<file path="src/rtl/out_align_shift.sv">
// -----------------------------------------------------------------------------
// out_align_shift
//
// Multi-lane output alignment delay line for the systolic PE array. Every lane
// delays its partial-sum samples by D = filter_size - number_of_columns
// accepted samples, so the column groups of a folded filter line up before
// they are accumulated. All lanes share one delay setting and one set of
// per-stage valid bits.
//
// Ports:
//   clk_i                  clock, all state changes on the rising edge
//   out_align_shift_rst_i  synchronous active-high reset
//   cfg_ld_i               request to load number_of_columns_i / filter_size_i
//   number_of_columns_i    columns mapped for this filter
//   filter_size_i          filter size, legal range 1..N
//   in_valid_i/in_ready_o  input handshake (ready only in RUN)
//   in_data_i              LANES signed samples, lane k at [k*DW +: DW]
//   flush_i                drain request
//   out_valid_o/out_data_o aligned samples, same lane packing, zero when idle
//   number_of_columns_o    active column count
//   filter_size_o          active filter size
//   flush_done_o           one-cycle pulse when a drain completes
//   cfg_err_o              one-cycle pulse when a configuration load is refused
// -----------------------------------------------------------------------------
module out_align_shift #(
    parameter int I_WIDTH       = 8,
    parameter int F_WIDTH       = 8,
    parameter int N             = 3,
    parameter int LANES         = 4,
    parameter int NUM_COL_WIDTH = $clog2(N + 1)
) (
    input  logic                                 clk_i,
    input  logic                                 out_align_shift_rst_i,
    input  logic                                 cfg_ld_i,
    input  logic [NUM_COL_WIDTH-1:0]             number_of_columns_i,
    input  logic [NUM_COL_WIDTH-1:0]             filter_size_i,
    input  logic                                 in_valid_i,
    output logic                                 in_ready_o,
    input  logic [LANES*(I_WIDTH+F_WIDTH)-1:0]   in_data_i,
    input  logic                                 flush_i,
    output logic                                 out_valid_o,
    output logic [LANES*(I_WIDTH+F_WIDTH)-1:0]   out_data_o,
    output logic [NUM_COL_WIDTH-1:0]             number_of_columns_o,
    output logic [NUM_COL_WIDTH-1:0]             filter_size_o,
    output logic                                 flush_done_o,
    output logic                                 cfg_err_o
);

    localparam int DW = I_WIDTH + F_WIDTH;
    localparam int S  = N - 1;                  // delay stages per lane

    localparam logic [S-1:0]             V_ONE = S'(1);
    localparam logic [NUM_COL_WIDTH-1:0] C_ONE = NUM_COL_WIDTH'(1);

    typedef enum logic {
        RUN   = 1'b0,
        FLUSH = 1'b1
    } state_t;

    state_t                   state_reg, state_next;
    logic [S-1:0]             v_reg, v_next;
    logic [NUM_COL_WIDTH-1:0] nc_reg, fs_reg;
    logic [NUM_COL_WIDTH-1:0] cnt_reg, cnt_next;
    logic                     flush_done_reg, flush_done_next;
    logic                     cfg_err_reg;

    logic [NUM_COL_WIDTH-1:0] d;
    logic                     d_zero;
    logic                     push;
    logic                     shift;
    logic [S-1:0]             win_mask;         // stages 0..D-1
    logic [S-1:0]             tap_sel;          // one-hot stage D-1
    logic                     any_win;
    logic                     tap_valid;
    logic                     cfg_ok;

    assign d          = fs_reg - nc_reg;
    assign d_zero     = (d == '0);
    assign in_ready_o = (state_reg == RUN);
    assign push       = in_valid_i & in_ready_o;
    // The shift register advances on every accepted sample and on every
    // drain cycle (where zeros are shifted in).
    assign shift      = push | (state_reg == FLUSH);

    // Window and tap decode built from comparisons instead of a variable
    // index, so D values beyond the stage count never address outside v/s.
    generate
        for (genvar gi = 0; gi < S; gi++) begin : g_decode
            localparam logic [NUM_COL_WIDTH-1:0] GI  = NUM_COL_WIDTH'(gi);
            localparam logic [NUM_COL_WIDTH-1:0] GI1 = NUM_COL_WIDTH'(gi + 1);
            assign win_mask[gi] = (GI < d);
            assign tap_sel[gi]  = (d == GI1);
        end
    endgenerate

    assign any_win   = |(v_reg & win_mask);
    assign tap_valid = |(v_reg & tap_sel);

    // Configuration is only swapped while nothing is held, so a new D can
    // never reinterpret samples that were pushed under the old one.
    assign cfg_ok = (state_reg == RUN) && (v_reg == '0) &&
                    (filter_size_i != '0) &&
                    (32'(filter_size_i) <= N) &&
                    (number_of_columns_i <= filter_size_i);

    // -------------------------------------------------------------------------
    // FSM next-state / output logic
    // -------------------------------------------------------------------------
    always_comb begin
        state_next      = state_reg;
        v_next          = v_reg;
        cnt_next        = cnt_reg;
        flush_done_next = 1'b0;
        out_valid_o     = 1'b0;

        case (state_reg)
            RUN: begin
                if (push) begin
                    v_next      = (v_reg << 1) | V_ONE;
                    out_valid_o = d_zero ? 1'b1 : tap_valid;
                end
                if (flush_i) begin
                    // A sample pushed in the flush cycle lands in stage 0 and
                    // therefore counts as held data for the drain.
                    if (!d_zero && (any_win || push)) begin
                        state_next = FLUSH;
                        cnt_next   = d;
                    end else begin
                        flush_done_next = 1'b1;
                    end
                end
            end
            FLUSH: begin
                out_valid_o = tap_valid;
                v_next      = v_reg << 1;
                cnt_next    = cnt_reg - C_ONE;
                if (cnt_reg == C_ONE) begin
                    state_next      = RUN;
                    v_next          = '0;
                    flush_done_next = 1'b1;
                end
            end
            default: begin
                state_next = RUN;
            end
        endcase
    end

    // -------------------------------------------------------------------------
    // Control registers
    // -------------------------------------------------------------------------
    always_ff @(posedge clk_i) begin
        if (out_align_shift_rst_i) begin
            state_reg      <= RUN;
            v_reg          <= '0;
            cnt_reg        <= '0;
            nc_reg         <= '0;
            fs_reg         <= '0;
            flush_done_reg <= 1'b0;
            cfg_err_reg    <= 1'b0;
        end else begin
            state_reg      <= state_next;
            v_reg          <= v_next;
            cnt_reg        <= cnt_next;
            flush_done_reg <= flush_done_next;
            cfg_err_reg    <= cfg_ld_i & ~cfg_ok;
            if (cfg_ld_i && cfg_ok) begin
                nc_reg <= number_of_columns_i;
                fs_reg <= filter_size_i;
            end
        end
    end

    assign number_of_columns_o = nc_reg;
    assign filter_size_o       = fs_reg;
    assign flush_done_o        = flush_done_reg;
    assign cfg_err_o           = cfg_err_reg;

    // -------------------------------------------------------------------------
    // Per-lane data stages
    // -------------------------------------------------------------------------
    generate
        for (genvar gi = 0; gi < LANES; gi++) begin : g_lane
            logic [DW-1:0] s_reg [S];
            logic [DW-1:0] tap;
            logic [DW-1:0] lane_in;

            assign lane_in = in_data_i[gi*DW +: DW];

            always_ff @(posedge clk_i) begin
                if (out_align_shift_rst_i) begin
                    for (int j = 0; j < S; j++) begin
                        s_reg[j] <= '0;
                    end
                end else if (shift) begin
                    s_reg[0] <= push ? lane_in : '0;
                    for (int j = 1; j < S; j++) begin
                        s_reg[j] <= s_reg[j-1];
                    end
                end
            end

            always_comb begin
                tap = '0;
                for (int j = 0; j < S; j++) begin
                    if (tap_sel[j]) begin
                        tap = s_reg[j];
                    end
                end
            end

            // Gating on out_valid keeps stale stage contents off the output.
            assign out_data_o[gi*DW +: DW] = !out_valid_o ? '0 :
                                             (d_zero ? lane_in : tap);
        end
    endgenerate

endmodule
</file>
<file path="config.mk">
export PLATFORM = sky130hd
export DESIGN_NAME = out_align_shift
export DESIGN_NICKNAME = d
export VERILOG_FILES = /design/src/rtl/out_align_shift.sv
export SDC_FILE = /design/constraint.sdc
export NUM_CORES = 1
export LEC_CHECK = 0
export CORE_ASPECT_RATIO = 1.1
export CORE_UTILIZATION = 45
export CTS_BUF_LIST = sky130_fd_sc_hd__clkbuf_8
export CTS_CLUSTER_DIAMETER = 30
export CTS_CLUSTER_SIZE = 20
export DETAILED_ROUTE_END_ITERATION = 12
export PLACE_DENSITY = 0.71
export SYNTH_ARGS = -nofsm -noshare
export SYNTH_HDL_FRONTEND = slang
export SYNTH_SLANG_ARGS = --single-unit
</file>
<file path="constraint.sdc">
create_clock -name clk_i -period 5.9 [get_ports clk_i]
set_input_delay 1.18 -clock clk_i [delete_from_list [all_inputs] [get_ports clk_i]]
set_output_delay 1.18 -clock clk_i [all_outputs]
set_load 0.01 [all_outputs]
</file>
==> run_results.csv, run 1 <==
group,metric,value,unit
run_status,status,"finished, final reports clean",
global_routing,grt_pass1_vias,5586,
worst_setup_path,path_class,"input port to output port",
yosys,ys_async_sr_fraction,0,%
yosys,synth.distinct_cells,31,
yosys,synth.top_cell.area_share,53.9,%
yosys,yosysWarnings,0,
global_routing,grtUsageTotal,22.4,%
worst_setup_path,critPathMaxFanout,35,
worst_setup_path,cp.required,4.72,ns
worst_setup_path,setup.worst_path.start,"in_valid_i",
floorplan,io_pins,145,
clock_network,ctsRootBufferMaster,"clkbuf_8",
worst_setup_path,cp_cell_sequence,"clkdlybuf4s50_1 -> nor2_1 -> or4_2 -> buf_4 -> a31oi_1 -> clkdlybuf4s50_1",
yosys,syn_area_per_cell,10.7,um^2
sta,setup_viol,0,
cells_and_area,finish.utilization,59.2,%
worst_setup_path,crit_path_frequent_cell,"clkdlybuf4s50_1",
worst_setup_path,cp_slowest_stage_delay,1.08,ns
worst_setup_path,worstSetupEndpointType,"output port",
flow_run,cap_violations,0,
worst_setup_path,path_depth,6,
cells_and_area,antennaDiodeCount,0,
placement,gp_congestion,0.808,
cells_and_area,stdcell_count,974,
sta,worst_slew_pin_slew,1.07,ns
yosys,yosys-top-cells-area,"edfxtp_1 54%, nand3_1 9.2%, nand3b_1 6.7%",
clock_network,h-tree-depth,4,
floorplan,initial_core_util,46.6,%
yosys,ys_seq_elements,139,
cells_and_area,drive_gt1_share,5.78,%
yosys,seq_area_frac_synth,57.0,%
sta,drv_slew,0,
yosys,synth_edf_count,128,
worst_setup_path,critPathTopFamily,"buffers and inverters",
worst_setup_path,path_buf_inv,3,
placement,place_hpwl,10900,um
clock_network,clock_path_buffers,2,
yosys,synth_nets,741,
cells_and_area,largest_reg_flops,128,
floorplan,die-area,0.0164,mm^2
worst_setup_path,reg2regPathDepth,7,
clock_network,ctsHoldBuffers,0,
global_routing,gr-total-overflow,0,
yosys,syn-cell-area,0.00713,mm^2
detailed_routing,dr.pass1.iters,5,
placement,dp_cells,942,
clock_network,clock_latency,0.45,ns
cells_and_area,nets,842,
cells_and_area,syn_to_final_growth,27.0,%
sta,slew_headroom,28.3,%
yosys,post-synth-top-area-cell,"edfxtp_1",
worst_setup_path,cp-start-kind,"input port",
yosys,synth_flop_cell,"edfxtp_1",
floorplan,core,0.0153,mm^2
clock_network,clock-sinks,139,
detailed_routing,ant_nets,0,
worst_setup_path,r2r_setup_slack,3.06,ns
clock_network,clk_transition_reported_paths,0.08,ns
worst_setup_path,crit_path_end,"out_data_o[55]",
floorplan,die-height,134,um
global_routing,grt_max_degree,84,
placement,pre_cts_slack,0.562,ns
floorplan,die_w,122,um
worst_setup_path,r2r-end,"state_reg",
sta,layout_setup_ws,0.538,ns
power,powerDensity,314,mW/mm^2
sta,setup_tns,0,ns
global_routing,grt_antenna_before_repair,0,
worst_setup_path,cp_slowest_cell,"or4_2",
sta,fin_crit,5.36,ns
clock_network,cts_tree,"yes",
sta,whs,0.516,ns
sta,fin_crit_sh,90.9,%
sta,worst_clock_skew,0.0121,ns
clock_network,ctsResizeCount,0,
min_path,timing.hold.worst.class,"register to register",
sta,fmax,187,MHz
placement,io_buffers,144,
yosys,synth_cells,664,
sta,rsz0062_at_grt,"no",
power,vdd_drop_max,147,uV
detailed_routing,drt_wl_total,18200,um
global_routing,grt_pass1_wl,28400,um
detailed_routing,vias_per_cell,5.95,
detailed_routing,route.detailed.drc,0,
clock_network,postCtsSetupBuffers,0,
floorplan,rows,47,
worst_setup_path,r2r_start,"filter_size_o[0]",
worst_setup_path,cp.arrival,4.18,ns
detailed_routing,num_vias,5795,
detailed_routing,drtIter0Drc,519,
power,power_leakage,3.40,nW
clock_network,numCtsBuffers,17,
sta,finalHoldViolCount,0,
detailed_routing,avgRoutedWirePerCell,18.7,um
cell usage after synthesis (6+ instances only):
master	n
nand3_1	131
edfxtp_1	128
clkbuf_1	66
a31oi_1	65
and3_1	65
and2_1	64
nand3b_1	64
dfxtp_1	11
inv_1	8
a21oi_1	6
nor2_1	6
o21ai_0	6
per-layer routing:
| metal | wire length [um] | global-route usage (%) |
|---|---|---|
| met3 | 1230 | 5.14 |
| met2 | 8500 | 34.6 |
| met5 | 0 | 0 |
| met1 | 8160 | 30.9 |
| met4 | 273 | 7.41 |
how the worst min path moves through the flow:
stage                    start          to  slack, ns  cells past startpoint
detailed placement  cnt_reg[1]  cnt_reg[1]       0.50                      2
floorplan           cnt_reg[1]  cnt_reg[1]       0.46                      2
finish              cnt_reg[1]  cnt_reg[1]       0.52                      2
global placement    cnt_reg[1]  cnt_reg[1]       0.47                      2
global route        cnt_reg[1]  cnt_reg[1]       0.53                      2
CTS                 cnt_reg[1]  cnt_reg[1]       0.51                      2
logic make-up (layout without fill, tap and decap cells):
| kind of cell | Yosys count | count (layout) | share of synthesized area (%) |
|---|---|---|---|
| xor gates and xnor gates | 4 | 4 | 0.684 |
| adders and majority gates | 4 | 4 | 0.702 |
| AOI/OAI and AO/OA | 90 | 90 | 7.93 |
| and+or+nand+nor | 347 | 347 | 28.9 |
| DFF | 139 | 139 | 57.0 |
| buffers and inverters | 80 | 194 | 4.79 |
power by group:
group	total, mW	leakage [nW]	internal [mW]	switching, mW
clock network	0.819	0.203	0.452	0.367
registers	1.24	1.51	1.19	0.0460
logic	0.783	1.68	0.351	0.432
total	2.84	3.40	1.99	0.845
cell usage in the layout, fill, tap and decap left out, types with 2 or more instances in the layout:
| cell | synthesis | layout |
|---|---|---|
| clkinv_2 | 0 | 2 |
| and2_1 | 64 | 64 |
| clkinvlp_4 | 0 | 3 |
| ha_1 | 4 | 3 |
| o22ai_1 | 2 | 2 |
| nand3_1 | 131 | 131 |
| edfxtp_1 | 128 | 128 |
| nand4_1 | 5 | 5 |
| and3_1 | 65 | 65 |
| nor3_1 | 2 | 2 |
| buf_4 | 1 | 9 |
| clkbuf_8 | 0 | 17 |
| inv_1 | 8 | 8 |
| o21a_1 | 3 | 3 |
| a21oi_1 | 6 | 6 |
| nand2_1 | 5 | 4 |
| nand3b_1 | 64 | 64 |
| clkinv_1 | 0 | 4 |
| clkdlybuf4s50_1 | 0 | 144 |
| a31oi_1 | 65 | 65 |
| dfxtp_1 | 11 | 11 |
| bufinv_16 | 0 | 4 |
| o21ai_0 | 6 | 6 |
| nor2_1 | 6 | 5 |
| o31ai_1 | 5 | 5 |
worst register-to-register path, cell delays in order (launching register included):
cell     delay, ns
dfxtp_1       0.36
inv_1         0.08
ha_4          0.16
xnor3_4       0.28
buf_4         0.52
buf_4         0.71
o22ai_1       0.30
a32o_1        0.32
final cells by class:
type	instances	area (um^2)
Tap cell	196	245
Multi-Input combinational cell	445	2770
Sequential cell	139	4060
Timing Repair Buffer	154	1530
Inverter	8	30.0
Clock inverter	15	180
Clock buffer	17	234
Fill cell	1300	6240
per-stage QoR:
step / instance area [um^2] / total power, mW
2_1_floorplan: 7130 / 1.70
3_3_place_gp: 8640 / 2.01
3_5_place_dp: 8640 / 2.04
4_1_cts: 9050 / 2.85
5_1_grt: 9050 / 2.96
6_report: 9050 / 2.84
Note: power is estimated with default switching activity, not from simulation.
==> run 2, diff against run 1 <==
PLACE_DENSITY = unset   (was 0.71)
PLACE_DENSITY_LB_ADDON = 0.2   (was unset)
==> run 2 against run 1 <==
  * Die area did not move
  * Design area is 0.17% lower
  * Combinational power decreased by 0.9%
  * Power shrank 0.61%
  * Global-route usage decreased by 0.43 points
  * Hold slack worse by 0.027 ns
  * Sequential share of layout area rose by 0.075 points
  * Via count shrank 0.45%
  * Clock power shrank 1%
  * Clock skew decreased by 0.0051 ns
  * Sequential power about the same
  * Non-clock buffer count down 2
  * Critical path type is now register to output port
==> run_results.csv, run 2 (synthesis results as in run 1) <==
group,metric,value,unit
sta,rsz0062_at_grt,"no",
detailed_routing,avgRoutedWirePerCell,17.9,um
detailed_routing,ant_nets,0,
floorplan,die_w,122,um
clock_network,ctsHoldBuffers,0,
power,intPower,1.99,mW
floorplan,die-height,134,um
sta,fin_crit,5.39,ns
placement,io_buffers,144,
power,clkPwrFrac,28.7,%
floorplan,rows,47,
cells_and_area,layout_common_cells,"144 x clkdlybuf4s50_1, 131 x nand3_1, 128 x edfxtp_1",
power,switching_share,29.4,%
clock_network,postCtsSetupBuffers,0,
worst_setup_path,cp.required,4.72,ns
power,power_leakage,3.38,nW
clock_network,numCtsBuffers,17,
clock_network,clock_path_buffers,2,
detailed_routing,drtIter0Drc,507,
detailed_routing,vias_per_cell,5.94,
worst_setup_path,cp-start-kind,"register",
cells_and_area,syn_to_final_growth,26.8,%
min_path,timing.hold.worst.class,"register to register",
worst_setup_path,worstSetupEndpointType,"output port",
worst_setup_path,r2r_setup_slack,3.17,ns
cells_and_area,drive_gt1_share,5.54,%
sta,drv_slew,0,
worst_setup_path,reg2regPathDepth,6,
detailed_routing,drt_wl_total,17400,um
cells_and_area,nets,840,
clock_network,clock-sinks,139,
flow_run,cap_violations,0,
sta,worst_clock_skew,0.00703,ns
detailed_routing,dr.pass1.iters,5,
cells_and_area,antennaDiodeCount,0,
clock_network,ctsRootBufferMaster,"clkbuf_8",
sta,fin_crit_sh,91.3,%
clock_network,ctsResizeCount,0,
cells_and_area,layout_commonest_cell,"clkdlybuf4s50_1",
worst_setup_path,cp.arrival,4.21,ns
cells_and_area,n_fill_cell,1278,
clock_network,h-tree-depth,4,
sta,setup_tns,0,ns
worst_setup_path,r2r-end,"state_reg",
min_path,whs_endpoint,"cnt_reg[1]",
placement,gp_congestion,0.805,
worst_setup_path,r2r_start,"filter_size_o[0]",
cells_and_area,largest_reg_flops,128,
worst_setup_path,critPathMaxFanout,64,
sta,slew_headroom,15.8,%
min_path,min_from,"cnt_reg[1]",
global_routing,grtUsageTotal,21.9,%
clock_network,clock_latency,0.44,ns
floorplan,io_pins,145,
floorplan,core,0.0153,mm^2
floorplan,initial_core_util,46.6,%
sta,worst_slew_pin_slew,1.26,ns
power,p_sw,829,uW
global_routing,gr-total-overflow,0,
clock_network,cts_tree,"yes",
worst_setup_path,path_class,"register to output port",
power,pwr-share-comb,27.5,%
sta,fmax,186,MHz
global_routing,grt_pass1_wl,27800,um
sta,finalHoldViolCount,0,
detailed_routing,num_vias,5769,
power,vdd_drop_max,146,uV
run_status,status,"finished, final reports clean",
sta,setup_viol,0,
cells_and_area,stdcell_count,972,
placement,place_hpwl,10400,um
global_routing,grt_antenna_before_repair,0,
global_routing,grt_max_degree,118,
placement,dp_cells,940,
min_path,whs_path_depth,2,
power,p_seq_share,43.8,%
detailed_routing,route.detailed.drc,0,
floorplan,die-area,0.0164,mm^2
clock_network,clk_transition_reported_paths,0.07,ns
power,powerDensity,312,mW/mm^2
global_routing,grt_pass1_vias,5462,
power,total_power,2.82,mW
run 2: stage by stage:
| stage | hold WS [ns] | area (um^2) | setup WS, ns | util [%] |
|---|---|---|---|---|
| final | 0.488 | 9040 | 0.512 | 59.1 |
| after global routing | 0.513 | 9040 | 0.326 | 59.1 |
| after CTS | 0.487 | 9040 | 0.449 | 59.1 |
| after detailed placement | 0.472 | 8620 | 0.621 | 56.4 |
| after global placement | 0.476 | 8620 | 0.691 | 56.4 |
| after floorplan | 0.460 | 7130 | 1.17 | - |
run 2: worst max path at each step:
| stage | depth (start not counted) | startpoint | end |
|---|---|---|---|
| 2_1_floorplan | 3 | out_align_shift_rst_i | g_lane[0].s_reg[0][0] |
| 3_3_place_gp | 6 | in_valid_i | out_data_o[16] |
| 3_5_place_dp | 6 | in_valid_i | out_data_o[7] |
| 4_1_cts | 6 | filter_size_o[1] | out_data_o[7] |
| 5_1_grt | 6 | filter_size_o[1] | out_data_o[8] |
| 6_report | 6 | filter_size_o[1] | out_data_o[7] |
run 2: power by group through the flow:
stage	logic, mW	clock network (mW)	registers, mW
6_report	0.776	0.811	1.24
2_1_floorplan	0.449	0	1.25
3_3_place_gp	0.760	0	1.25
4_1_cts	0.778	0.827	1.23
5_1_grt	0.839	0.864	1.25
3_5_place_dp	0.774	0	1.26
run 2: per-layer routing:
metal	up-vias	wire (um)	global-route usage (%)
li1	2703	-	-
met5	-	0	0
met2	233	8440	35.3
met1	2804	7550	29.2
met4	0	319	8.30
met3	29	1130	4.25
run 2: area by class of cell:
class	count	area, um^2	share of cell area [%]
tap	196	245	2.71
inverter	8	30.0	0.332
timing repair buffer	152	1510	16.7
clock inverter	15	180	1.99
multi-input combinational	445	2770	30.7
clock buffer	17	234	2.59
sequential	139	4060	45.0
run 2: critical path, stage by stage (launching register included):
cell and delay, ns:
dfxtp_1 0.44, xnor3_4 0.86, and3_1 0.32, or4_2 1.01
buf_4 0.36, a31oi_1 0.18, clkdlybuf4s50_1 0.57
==> run 3, diff against run 2 <==
ABC_CLOCK_PERIOD_IN_PS = 5900   (was unset)
==> results of run 3 <==
Final layout, timing and power as in run 2 (identical DEF).
